**config.mk**
```make
export PLATFORM = sky130hd
export DESIGN_NAME = lcd_sequencer
export DESIGN_NICKNAME = d
export VERILOG_FILES = /design/src/rtl/lcd_sequencer.sv
export SDC_FILE = /design/constraint.sdc
export NUM_CORES = 1
export LEC_CHECK = 0
export ABC_AREA = 1
export CORE_MARGIN = 2
export CORE_UTILIZATION = 41
export DETAILED_ROUTE_END_ITERATION = 8
export GPL_TIMING_DRIVEN = 0
export HOLD_SLACK_MARGIN = 0.06
export SLEW_MARGIN = 5
export SYNTH_ARGS = -nofsm -noshare
export SYNTH_HDL_FRONTEND = slang
export SYNTH_SLANG_ARGS = --single-unit
```
**constraint.sdc**
```tcl
create_clock -name clk -period 2.35 [get_ports clk]
set_input_delay 0.47 -clock clk [delete_from_list [all_inputs] [get_ports clk]]
set_output_delay 0.47 -clock clk [all_outputs]
set_load 0.05 [all_outputs]
```
**src/rtl/lcd_sequencer.sv**
```systemverilog
// LCD sequencer: power-up wait, four-command init ROM, then single host writes, each followed by an execution delay.
// One issue cycle after accept; host is held off (ready low) from issue until the delay ends, and a done watchdog bounds each wait.
module lcd_sequencer #(
    parameter int T_PWRUP = 750000,
    parameter int T_EXEC  = 2000,
    parameter int T_LONG  = 82000,
    parameter int TIMEOUT = 63
) (
    input  logic       clk,
    input  logic       reset,
    input  logic       in_valid,
    input  logic       in_rs,
    input  logic [7:0] in_data,
    output logic       ready,
    output logic       init_done,
    output logic       error,
    output logic       start,
    output logic       CS,
    output logic       RS,
    output logic [7:0] data,
    input  logic       done
);
    typedef enum logic [2:0] {
        PWRUP, INIT_ISSUE, INIT_WAIT, INIT_DELAY, IDLE, ISSUE, WAIT_DONE, DELAY
    } state_t;

    localparam logic [19:0] PWRUP_LAST = 20'(T_PWRUP - 1);
    localparam logic [19:0] EXEC_LOAD  = 20'(T_EXEC - 1);
    localparam logic [19:0] LONG_LOAD  = 20'(T_LONG - 1);
    localparam logic [19:0] WDOG_LAST  = 20'(TIMEOUT - 1);

    state_t      state_q;
    logic [19:0] cnt_q;
    logic [1:0]  idx_q;
    logic        init_done_q;
    logic        error_q;
    logic        start_q;
    logic        cs_q;
    logic        rs_q;
    logic [7:0]  data_q;
    logic        long_cmd;

    function automatic logic [7:0] init_rom(input logic [1:0] idx);
        case (idx)
            2'd0:    return 8'h38;
            2'd1:    return 8'h0C;
            2'd2:    return 8'h01;
            default: return 8'h06;
        endcase
    endfunction

    // clear-display and return-home need the long execution delay
    assign long_cmd  = !rs_q && (data_q[7:2] == 6'd0) && (data_q[1:0] != 2'd0);
    assign ready     = (state_q == IDLE) && init_done_q;
    assign init_done = init_done_q;
    assign error     = error_q;
    assign start     = start_q;
    assign CS        = cs_q;
    assign RS        = rs_q;
    assign data      = data_q;

    always_ff @(posedge clk or negedge reset) begin
        if (!reset) begin
            state_q     <= PWRUP;
            cnt_q       <= 20'd0;
            idx_q       <= 2'd0;
            init_done_q <= 1'b0;
            error_q     <= 1'b0;
            start_q     <= 1'b0;
            cs_q        <= 1'b0;
            rs_q        <= 1'b0;
            data_q      <= 8'h00;
        end else begin
            case (state_q)
                PWRUP: begin
                    if (cnt_q == PWRUP_LAST) begin
                        state_q <= INIT_ISSUE;
                        cnt_q   <= 20'd0;
                        idx_q   <= 2'd0;
                        start_q <= 1'b1;
                        cs_q    <= 1'b1;
                        rs_q    <= 1'b0;
                        data_q  <= init_rom(2'd0);
                    end else begin
                        cnt_q <= cnt_q + 20'd1;
                    end
                end
                INIT_ISSUE, ISSUE: begin
                    // the issue cycle already counts toward the watchdog
                    state_q <= (state_q == INIT_ISSUE) ? INIT_WAIT : WAIT_DONE;
                    start_q <= 1'b0;
                    cnt_q   <= 20'd1;
                end
                INIT_WAIT, WAIT_DONE: begin
                    if (done || (cnt_q == WDOG_LAST)) begin
                        state_q <= (state_q == INIT_WAIT) ? INIT_DELAY : DELAY;
                        cs_q    <= 1'b0;
                        cnt_q   <= (done && !long_cmd) ? EXEC_LOAD : LONG_LOAD;
                        if (!done) begin
                            error_q <= 1'b1;
                        end
                    end else begin
                        cnt_q <= cnt_q + 20'd1;
                    end
                end
                INIT_DELAY: begin
                    if (cnt_q != 20'd0) begin
                        cnt_q <= cnt_q - 20'd1;
                    end else if (idx_q != 2'd3) begin
                        state_q <= INIT_ISSUE;
                        idx_q   <= idx_q + 2'd1;
                        start_q <= 1'b1;
                        cs_q    <= 1'b1;
                        data_q  <= init_rom(idx_q + 2'd1);
                    end else begin
                        state_q     <= IDLE;
                        init_done_q <= 1'b1;
                    end
                end
                DELAY: begin
                    if (cnt_q != 20'd0) begin
                        cnt_q <= cnt_q - 20'd1;
                    end else begin
                        state_q <= IDLE;
                    end
                end
                IDLE: begin
                    if (in_valid && ready) begin
                        state_q <= ISSUE;
                        start_q <= 1'b1;
                        cs_q    <= 1'b1;
                        rs_q    <= in_rs;
                        data_q  <= in_data;
                    end
                end
                default: state_q <= PWRUP;
            endcase
        end
    end
endmodule

```
==> flow_metrics.py <==
metrics = {
    "status": {
        "outcome": "completed",
    },
    "layout": {
        "ff_latch_area_sq_um": 952,
        "final_common_cell": "nand2_1",
        "drive_gt1_share_pct": 10.5,
        "area_growth_pct": 16.3,
        "multi_input_area_sq_um": 2120,
        "layout.cells.non_filler": 703,
        "layout_common_cells": "nand2_1 (171), nor2_1 (106), nand3_1 (60), inv_1 (55), dfrtp_1 (37)",
        "fillers": 851,
        "antennaDiodeCount": 0,
        "nNetsFinal": 617,
        "fin_util_pct": 48.5,
    },
    "critical_path": {
        "critPathBufInv": 4,
        "critPathLaunch": "cnt_q[0]",
        "arrival_ps": 2410,
        "r2r_end": "cnt_q[17]",
        "critPathKind": "reg2reg",
        "critPathMaxFanout": 10,
        "path_cells": "inv_1 -> ha_1 -> inv_1 -> nor2_2 -> nand3_4 -> nor2_2 -> nor2_2 -> buf_2 -> nand3_1 -> nand2_1 -> inv_1",
        "crit_path_max_incr_delay_ps": 450,
        "critPathRequiredTime_ps": 2570,
        "cp_num_cells": 11,
        "worstSetupEndpointType": "flop",
        "worst_setup_path_start_kind": "flop",
        "ff2ff_setup_slack_ps": 160,
        "slowest_stage": "dfrtp_1",
        "cp-endpoint": "cnt_q[17]",
        "crit_family": "simple AND/OR/NAND/NOR gates",
        "r2r_cells": 11,
        "r2r_start": "cnt_q[0]",
    },
    "clock_tree": {
        "cts_tree": "yes",
        "cts_buffer_depth": 2,
        "cts_hold_buf": 0,
        "cts_sinks": 38,
        "cts_max_level": 2,
        "cts.reportedPaths.clkPinSlew_ps": 100,
        "cts_inserted_buffers": 5,
        "root_buffer": "clkbuf_8",
        "clk_latency_ps": 310,
    },
    "floorplan": {
        "die_height_um": 95.0,
        "io_pins": 27,
        "die-area_sq_um": 9030,
        "chipWidth_um": 95.0,
        "start_util_pct": 41.7,
        "coreArea_sq_um": 8130,
        "rows": 33,
    },
    "logic_synthesis": {
        "synth_cells": 563,
        "ys_types": 33,
        "synth_seq_cells": 38,
        "netlist_area_sq_um": 3400,
        "avgSynthCellArea_sq_um": 6.03,
        "ys_seq_area_share_pct": 28.0,
        "synth_fp_nets": 583,
        "synth_warnings": 0,
    },
    "drt": {
        "routedWlPerCell_um": 15.4,
        "vias_per_cell": 5.19,
        "drtAntennaViolNets": 0,
        "drc": 0,
        "initialDrtViolationCount": 253,
        "dr.pass1.iters": 5,
        "num_vias": 3648,
        "drt_wl_total_mm": 10.8,
    },
    "sta": {
        "finalSetupViolCount": 0,
        "tightest_slew_ps": 698,
        "fmax_mhz": 456,
        "fin_tns_setup_ps": 0,
        "slew_headroom_pct": 53.5,
        "finalCriticalPeriod_ps": 2190,
        "worst_slack_ps": 157,
        "finalHoldViolCount": 0,
        "rsz0062_at_grt": "false",
        "drv_slew": 0,
        "finClkSkew_ps": 14.0,
        "fin_crit_sh_pct": 93.3,
    },
    "pwr": {
        "power.density_nw_per_um2": 928,
        "peakVddDrop_v": 0.000453,
        "cellLeakagePower_nw": 1.94,
    },
    "placed_design": {
        "place_ws_ps": -41.4,
        "portBuffers": 26,
        "dp.cells": 695,
        "dpl.hpwl_mm": 8.36,
        "gp_congestion": 0.943,
    },
    "global_route": {
        "grt_start_max_net_pins": 23,
        "first_global_vias": 3264,
        "grt.total_usage_pct": 25.4,
        "grt_antenna_before_repair": 0,
        "grt-ovfl-total": 0,
        "grt_pass1_wl_mm": 17.4,
    },
    "run": {
        "cap_violations": 0,
    },
    "hold_path": {
        "hold_class": "in2async",
    },
}
## synthesized netlist by cell type
cell type / count / area, sq um
nor2_2: 12 / 75.1
nand4_1: 10 / 62.6
nor2_1: 106 / 398
a21oi_1: 17 / 85.1
a31oi_1: 3 / 18.8
o31ai_1: 1 / 7.51
clkinv_1: 2 / 7.51
nand3_2: 1 / 10.0
nand2_1: 172 / 646
nor3_1: 2 / 10.0
nor2_8: 2 / 40.0
nand2_2: 8 / 50.1
xor2_1: 6 / 52.6
inv_1: 55 / 206
clkbuf_1: 1 / 3.75
buf_6: 2 / 22.5
dfrtp_1: 38 / 951
buf_4: 5 / 37.5
a22o_1: 2 / 17.5
o21ai_0: 24 / 120
a22oi_1: 1 / 7.51
inv_2: 2 / 7.51
nand2_4: 1 / 11.3
nor2_4: 2 / 22.5
ha_1: 7 / 87.6
o21ai_2: 3 / 26.3
o21ai_1: 3 / 15.0
nand3_1: 61 / 305
nor3b_1: 1 / 7.51
nand3_4: 1 / 17.5
o21bai_1: 1 / 7.51
buf_2: 10 / 50.1
xnor2_1: 1 / 8.76
## how the worst min path moves through the flow
stage               startpoint         to  cells after the start
global route             reset  cnt_q[15]                      1
finish                   reset  cnt_q[15]                      1
detailed placement       reset  cnt_q[15]                      1
global placement         error      error                      1
CTS                      reset  cnt_q[15]                      1
floorplan                reset         CS                      0
## state kept, by name (all words and copies together), names as in the netlist
register and count:
cnt_q 20, data 8, state_q 3, idx_q 2
CS 1, RS 1, error 1, init_done 1
start 1
## logic make-up after synthesis
family,after synthesis,share of synthesized area (%)
simple gates,379,48.7
buf+inv,77,9.87
compound gates,55,8.99
flops,38,28.0
xor+xnor,7,1.81
fa+ha+maj,7,2.58
## routing by layer
layer,track usage [%],wire (um)
met5,0,0
met4,5.07,95
met3,2.87,553
met2,39.5,4760
met1,38.0,5440
## where the power goes
group | switching (W) | total [W] | leakage, nW | internal, W
registers | 0.000154 | 0.000972 | 0.484 | 0.000818
logic | 0.00132 | 0.00196 | 1.38 | 0.000639
clock network | 0.000276 | 0.000729 | 0.0714 | 0.000454
total | 0.00175 | 0.00367 | 1.94 | 0.00191
## what timing repair did
action                                 in CTS  in global routing
endpoints found under the hold margin       0                  0
setup endpoints to repair                   1                 10
gates resized for setup                     3                  5
setup buffers                               0                  0
## per-stage QoR
step	power, W	area [sq um]	hold WS, ps
detailed placement	0.00291	3800	439
floorplan	0.00242	3400	174
finish	0.00367	3950	85.3
global placement	0.00289	3790	461
CTS	0.00365	3950	105
global route	0.00396	3950	135
## area by class of cell
class	count	area share, %
plain buffers	18	2.88
clock inverters	2	1.52
inverters	59	5.61
repair buffers	27	6.84
multi-input cells	448	53.6
well taps	105	3.33
clock buffers	6	2.09
flip-flops and latches	38	24.1
(Power assumes the default switching activity.)
